[config.mk]
export PLATFORM = sky130hd
export DESIGN_NAME = spi_slave_engine
export DESIGN_NICKNAME = d
export VERILOG_FILES = /design/src/rtl/spi_slave_engine.sv
export SDC_FILE = /design/constraint.sdc
export NUM_CORES = 1
export LEC_CHECK = 0
export CORE_UTILIZATION = 56
export DETAILED_ROUTE_END_ITERATION = 8
export PLACE_DENSITY = 0.83
export SLEW_MARGIN = 20
export SYNTH_ARGS = -nofsm -noshare
export SYNTH_HDL_FRONTEND = slang
export SYNTH_SLANG_ARGS = --single-unit
export TNS_END_PERCENT = 5
[constraint.sdc]
create_clock -name clk -period 3.55 [get_ports clk]
set_input_delay 0.8875 -clock clk [delete_from_list [all_inputs] [get_ports clk]]
set_output_delay 0.8875 -clock clk [all_outputs]
set_load 0.005 [all_outputs]
[src/rtl/spi_slave_engine.sv]
// ---------------------------------------------------------------------------
// spi_slave_engine
//
// SPI slave-side byte engine. The SCLK, SS_N and MOSI pins are oversampled
// on clk through SYNC_STAGES-deep synchronizers. SCLK edges are detected
// internally, and full-duplex words of DATA_W bits are shifted MSB-first in
// any of the four CPOL/CPHA modes. Parallel data is exchanged through a TX
// holding register and an RX data register.
//
// Optional feature macro: SPI_SLAVE_OVERRUN_EN
//   defined   : a word completing while o_rx_valid is set and unread is
//               dropped and raises the sticky o_overrun flag.
//   undefined : a new word always overwrites o_rx_data; o_overrun is 0.
//
// Parameters
//   DATA_W       bits per transfer (>=2)
//   SYNC_STAGES  synchronizer flops per SPI input pin (>=2)
//
// Ports
//   clk, reset      system clock, synchronous active-high reset
//   i_cpol, i_cpha  SPI mode, latched when slave select is asserted
//   i_spi_sclk      SPI clock pin (asynchronous)
//   i_spi_ss_n      slave select pin, active low (asynchronous)
//   i_spi_mosi      master-out data pin (asynchronous)
//   o_spi_miso      slave-out data, MSB of the TX shift register
//   o_miso_oe       MISO output enable, high only while selected
//   i_tx_data       word to transmit
//   i_tx_valid      write strobe for i_tx_data
//   o_tx_ready      TX holding register empty
//   o_rx_data       last received word
//   o_rx_valid      o_rx_data not yet read
//   i_rx_read       one-cycle pulse that consumes o_rx_data
//   o_overrun       sticky overrun flag
//   i_overrun_clr   clears o_overrun
// ---------------------------------------------------------------------------
module spi_slave_engine #(
  parameter int DATA_W      = 8,
  parameter int SYNC_STAGES = 2
) (
  input  logic              clk,
  input  logic              reset,
  input  logic              i_cpol,
  input  logic              i_cpha,
  input  logic              i_spi_sclk,
  input  logic              i_spi_ss_n,
  input  logic              i_spi_mosi,
  output logic              o_spi_miso,
  output logic              o_miso_oe,
  input  logic [DATA_W-1:0] i_tx_data,
  input  logic              i_tx_valid,
  output logic              o_tx_ready,
  output logic [DATA_W-1:0] o_rx_data,
  output logic              o_rx_valid,
  input  logic              i_rx_read,
  output logic              o_overrun,
  input  logic              i_overrun_clr
);

  localparam int CW = $clog2(DATA_W);
  localparam int FW = $clog2(SYNC_STAGES + 1);

  typedef enum logic {IDLE, ACTIVE} state_t;

  // -------------------------------------------------------------------------
  // Pin synchronizers and SCLK edge detection
  // -------------------------------------------------------------------------
  logic [SYNC_STAGES-1:0] sclk_sync;
  logic [SYNC_STAGES-1:0] ss_sync;
  logic [SYNC_STAGES-1:0] mosi_sync;
  logic                   sclk_d;

  always_ff @(posedge clk) begin
    if (reset) begin
      sclk_sync <= '0;
      ss_sync   <= '1;
      mosi_sync <= '1;
      sclk_d    <= 1'b0;
    end else begin
      sclk_sync <= {sclk_sync[SYNC_STAGES-2:0], i_spi_sclk};
      ss_sync   <= {ss_sync[SYNC_STAGES-2:0],   i_spi_ss_n};
      mosi_sync <= {mosi_sync[SYNC_STAGES-2:0], i_spi_mosi};
      sclk_d    <= sclk_sync[SYNC_STAGES-1];
    end
  end

  logic sclk_s, ss_s, mosi_s;
  logic sclk_rise, sclk_fall;

  assign sclk_s    = sclk_sync[SYNC_STAGES-1];
  assign ss_s      = ss_sync[SYNC_STAGES-1];
  assign mosi_s    = mosi_sync[SYNC_STAGES-1];
  assign sclk_rise =  sclk_s & ~sclk_d;
  assign sclk_fall = ~sclk_s &  sclk_d;

  // -------------------------------------------------------------------------
  // Select arming. The synchronizer resets to "deselected", so a pin that is
  // held low through reset would otherwise look like a fresh falling edge
  // once the chain fills. Selection is only honoured after a genuine high
  // level has been seen on the pin since reset.
  // -------------------------------------------------------------------------
  logic [FW-1:0] fill_cnt;
  logic          fill_done;
  logic          armed;

  assign fill_done = (fill_cnt == FW'(SYNC_STAGES));

  always_ff @(posedge clk) begin
    if (reset) begin
      fill_cnt <= '0;
      armed    <= 1'b0;
    end else begin
      if (!fill_done)
        fill_cnt <= fill_cnt + FW'(1);
      if (fill_done && ss_s)
        armed <= 1'b1;
    end
  end

  // -------------------------------------------------------------------------
  // Transfer state
  // -------------------------------------------------------------------------
  state_t            state;
  logic              cpol_q, cpha_q;
  logic [CW-1:0]     bit_cnt;
  logic [DATA_W-1:0] tx_shift;
  logic [DATA_W-1:0] rx_shift;
  logic [DATA_W-1:0] hold;
  logic              hold_full;
  logic [DATA_W-1:0] rx_data;
  logic              rx_valid;

  logic              entry;
  logic              active_go;
  logic              sample_edge;
  logic              setup_edge;
  logic              cnt_zero;
  logic              last_bit;
  logic              byte_done;
  logic              take_hold;
  logic              write_acc;
  logic              store;
  logic [DATA_W-1:0] load_val;
  logic [DATA_W-1:0] rx_next;

  // In IDLE a low synchronized select means a 1->0 transition has occurred
  // since the last high level (armed, or the exit from ACTIVE).
  assign entry       = (state == IDLE) && armed && !ss_s;
  // Deselect has priority over any edge seen in the same cycle.
  assign active_go   = (state == ACTIVE) && !ss_s;

  // Modes 0 and 3 sample on rising SCLK, modes 1 and 2 on falling SCLK.
  assign sample_edge = active_go && ((cpol_q ^ cpha_q) ? sclk_fall : sclk_rise);
  assign setup_edge  = active_go && ((cpol_q ^ cpha_q) ? sclk_rise : sclk_fall);

  assign cnt_zero    = (bit_cnt == '0);
  assign last_bit    = (bit_cnt == CW'(DATA_W - 1));
  assign byte_done   = sample_edge && last_bit;

  // A load uses the holding register if it has data, else a dummy all-ones
  // word. The load reads the pre-write holding content, so a write landing
  // on the same cycle is kept for the following word.
  assign load_val    = hold_full ? hold : '1;
  assign take_hold   = hold_full &&
                       ((entry && !i_cpha) || (setup_edge && cnt_zero));
  assign write_acc   = i_tx_valid && !hold_full;

  assign rx_next     = {rx_shift[DATA_W-2:0], mosi_s};

`ifdef SPI_SLAVE_OVERRUN_EN
  // Keep the unread word; the new one is dropped.
  assign store = !(rx_valid && !i_rx_read);
`else
  assign store = 1'b1;
`endif

  always_ff @(posedge clk) begin
    if (reset) begin
      state     <= IDLE;
      cpol_q    <= 1'b0;
      cpha_q    <= 1'b0;
      bit_cnt   <= '0;
      tx_shift  <= '1;
      rx_shift  <= '0;
      hold      <= '0;
      hold_full <= 1'b0;
      rx_data   <= '0;
      rx_valid  <= 1'b0;
    end else begin
      // TX holding register
      if (write_acc) begin
        hold      <= i_tx_data;
        hold_full <= 1'b1;
      end else if (take_hold) begin
        hold_full <= 1'b0;
      end

      // A read clears valid; a completing word below overrides this.
      if (i_rx_read)
        rx_valid <= 1'b0;

      case (state)
        IDLE: begin
          if (entry) begin
            state    <= ACTIVE;
            cpol_q   <= i_cpol;
            cpha_q   <= i_cpha;
            bit_cnt  <= '0;
            rx_shift <= '0;
            // With cpha=1 the first setup edge performs the load.
            tx_shift <= i_cpha ? '1 : load_val;
          end
        end

        ACTIVE: begin
          if (ss_s) begin
            // Mid-word deselect: drop the partial word.
            state    <= IDLE;
            bit_cnt  <= '0;
            rx_shift <= '0;
            tx_shift <= '1;
          end else begin
            if (sample_edge) begin
              rx_shift <= rx_next;
              if (last_bit) begin
                bit_cnt <= '0;
                if (store) begin
                  rx_data  <= rx_next;
                  rx_valid <= 1'b1;
                end
              end else begin
                bit_cnt <= bit_cnt + CW'(1);
              end
            end
            if (setup_edge) begin
              if (cnt_zero)
                tx_shift <= load_val;
              else
                tx_shift <= {tx_shift[DATA_W-2:0], 1'b1};
            end
          end
        end

        default: state <= IDLE;
      endcase
    end
  end

  // -------------------------------------------------------------------------
  // Overrun flag
  // -------------------------------------------------------------------------
`ifdef SPI_SLAVE_OVERRUN_EN
  logic overrun;

  always_ff @(posedge clk) begin
    if (reset)
      overrun <= 1'b0;
    else if (byte_done && rx_valid && !i_rx_read)
      overrun <= 1'b1;
    else if (i_overrun_clr)
      overrun <= 1'b0;
  end

  assign o_overrun = overrun;
`else
  logic unused_ovr;
  assign unused_ovr = i_overrun_clr ^ byte_done;
  assign o_overrun  = 1'b0;
`endif

  // -------------------------------------------------------------------------
  // Outputs
  // -------------------------------------------------------------------------
  assign o_spi_miso = tx_shift[DATA_W-1];
  assign o_miso_oe  = (state == ACTIVE);
  assign o_tx_ready = !hold_full;
  assign o_rx_data  = rx_data;
  assign o_rx_valid = rx_valid;

endmodule

==> results.md <==
* CTS tree: yes
* DR DRC count at 0
* Initial core utilization at 58.6%
* Yosys Warn Count at 0
* GPL Wtd Cong at 0.780
* Critical path origin: o_miso_oe
* CTS Hold Bufs at 0
* Dpl hpwl at 2.32 mm
* Crit-path slowest cell: clkdlybuf4s50_1
* Final WL at 3.38 mm
* Post-route minimum period at 2.31 ns
* Critical R2R Capture: bit_cnt[0]
* R2r setup slk at 1.68 ns
* Crit path max fanout at 10
* Final period util at 65.1%
* Worst Setup End Kind: output pin
* Delay of the slowest critical-path stage at 0.56 ns
* Slew HR at 59.9%
* Max Cap Viol at 0
* Worst-margin pin slew at 0.600 ns
* Row cnt at 21
* Hold slack at 0.428 ns
* First-pass GRT wire length at 5.77 mm
* Worst hold path class: reg -> reg
* Final slew viol count at 0
* Static Leak at 0.911 nW
* Die height at 61.1 um
* Synthesized Nets at 230
* Layout cells sized above 1 at 9.01%
* Clock tree buffer depth at 2
* Worst VDD drop at 0.000449 V
* Worst r2r src: ss_sync[1]
* Post_cts resized at 0
* Initial antenna violation count at 0
* Layout overhead on the synthesized area at 18.4%
* Number of buffers and inverters on the critical path at 1
* IO Port Bufs at 28
* Max Clock Freq at 433 MHz
* Largest net degree at the start of global routing at 27
* Final hold violation count at 0
* Instance count on the critical path at 1
* Status: completed
* Critical Path, Cell by Cell: clkdlybuf4s50_1
* GRT Resource Usage Total at 21.4%
* WHS Path Cells at 1
* Synth unique cells at 39
* H-tree depth at 2
* CP endpoint: o_miso_oe
* Drt pass-1 iters at 4
* Unrepaired setup endpoints after global routing: no
* IO Count at 31
* FF-to-FF path depth at 4
* Worst-path clk slew at 0.13 ns
* Worst EP arrival at 1.42 ns
* Final net count at 254
* Post-CTS Setup Repair Bufs at 0
* CP startpoint kind: flop
* Die width at 61.1 um
* Cell Area, Synth at 1960 um2
* Number of DRC markers in iteration 0 at 51
* Antenna cells at 0
* Grt total ovfl at 0
* Vias in the first global route at 1428
* Gate Count Post-Synth at 208
* TritonCTS Buffers at 5
* Yosys reg bits at 49
* Clock Latency Late Sink at 0.37 ns
* Die area at 3730 um2
* Clock Skews at 0.00798 ns
* Antenna-violating nets left at 0
* CP top delay family: buffers and inverters
* # fillers at 291
* Worst EP required at 2.66 ns
* Setup TNS at 0 ns
* Mapped Avg Cell Area at 9.40 um2
* Average wire per standard cell at 12.1 um
* CTS root buffer: clkbuf_4
* Core box area at 3340 um2
* Critical setup path kind: reg -> out
* Pwr/cell area at 456 nW/um2
* # setup viols final at 0
* Clock sinks at 49
* Avg Vias per Cell at 5.37
* Sequential share of the synthesized area at 50.2%
* Via count at 1498
[layout by cell type, fill, tap and decap left out, types with 2 or more instances in the layout]
cell / n
a21oi_1: 14
clkbuf_4: 5
clkdlybuf4s50_1: 28
dfxtp_1: 49
ha_1: 4
inv_1: 6
mux2_4: 2
mux2i_1: 9
nand2_1: 38
nand2b_1: 2
nor2_1: 10
nor2b_1: 8
nor4_1: 2
o211ai_1: 7
o21ai_0: 2
o22ai_1: 14
o31ai_1: 7
o32ai_1: 2
or2_2: 4
[stage by stage]
stage	cell area [um2]	utilization (%)	power, mW	setup WS (ns)	instances
floorplan	1960	-	0.698	1.95	208
global placement	2230	66.9	0.728	1.28	271
detailed placement	2230	66.9	0.734	1.18	271
CTS	2320	69.4	1.07	1.23	279
global route	2320	69.4	1.11	1.16	279
finish	2320	69.4	1.06	1.24	279
[synthesized netlist by cell type]
cell type | instances | share of area [%]
or2_2 | 4 | 1.3
buf_6 | 2 | 1.2
o21ai_1 | 1 | 0.26
o211ai_1 | 7 | 2.7
nand2b_4 | 1 | 0.70
conb_1 | 1 | 0.19
ha_1 | 4 | 2.6
a221o_1 | 1 | 0.51
mux2_2 | 1 | 0.58
o32ai_1 | 2 | 0.90
o21ba_1 | 1 | 0.51
nor3b_2 | 1 | 0.64
nor3_1 | 1 | 0.26
nor4_1 | 2 | 0.64
nor2b_1 | 8 | 2.6
nand2b_1 | 2 | 0.64
o21ai_0 | 2 | 0.51
nor3_2 | 1 | 0.51
buf_2 | 1 | 0.26
o31ai_1 | 7 | 2.7
mux2i_1 | 9 | 4.6
xnor2_2 | 1 | 0.83
nand2_1 | 38 | 7.3
clkbuf_2 | 1 | 0.26
and4bb_2 | 1 | 0.64
o22ai_1 | 14 | 4.5
buf_1 | 1 | 0.19
mux2_4 | 2 | 1.5
nand3_1 | 1 | 0.26
clkbuf_1 | 5 | 0.96
buf_4 | 2 | 0.77
a21o_1 | 1 | 0.38
inv_2 | 1 | 0.19
a21oi_1 | 14 | 3.6
xor2_1 | 1 | 0.45
inv_1 | 6 | 1.2
or3_1 | 1 | 0.32
nor2_1 | 10 | 1.9
dfxtp_1 | 49 | 50
[cells by family after synthesis]
family / Yosys count / synth area share (%)
compound gates: 50 / 16.5
xor+xnor: 2 / 1.28
fa+ha+maj: 4 / 2.56
buf+inv: 19 / 4.93
flops: 49 / 50.2
mux: 12 / 6.72
other cells: 1 / 0.192
simple gates: 71 / 17.7
[per-layer routing]
metal | global-route usage (%) | share of wire (%) | vias to the layer above
met5 | 0 | 0 | -
met4 | 13.3 | 2.5 | 0
met3 | 4.62 | 2.9 | 10
met2 | 36.6 | 48 | 23
met1 | 24.3 | 46 | 693
li1 | - | - | 772
[how the worst min path moves through the flow]
stage | from | end | slack [ns]
final | ss_sync[0] | ss_sync[1] | 0.43
after global routing | ss_sync[0] | ss_sync[1] | 0.45
after CTS | mosi_sync[0] | mosi_sync[1] | 0.43
after detailed placement | mosi_sync[0] | mosi_sync[1] | 0.40
after global placement | mosi_sync[0] | mosi_sync[1] | 0.39
after floorplan | mosi_sync[0] | mosi_sync[1] | 0.39
[area by class of cell]
type	count	area, um2	area share (%)
flip-flops and latches	49	981	42.4
inverters	7	26.3	1.13
repair buffers	29	288	12.4
well taps	46	57.6	2.49
clock buffers	7	55.1	2.38
multi-input cells	140	878	37.9
clock inverters	1	30.0	1.30
[registers in the layout (all words and copies together) (netlist names), 2 cells and up]
name and cells:
ss_sync 2, rx_shift 7, tx_shift 8, mosi_sync 2, o_rx_data 8, hold 8, fill_cnt 2, sclk_sync 2
bit_cnt 3
[power by group]
group,leakage (nW),internal (mW),switching [mW]
sequential,0.399,0.580,0.0181
combinational,0.467,0.0612,0.0612
clock,0.0455,0.168,0.168
Power figures use the tool's default switching activity.
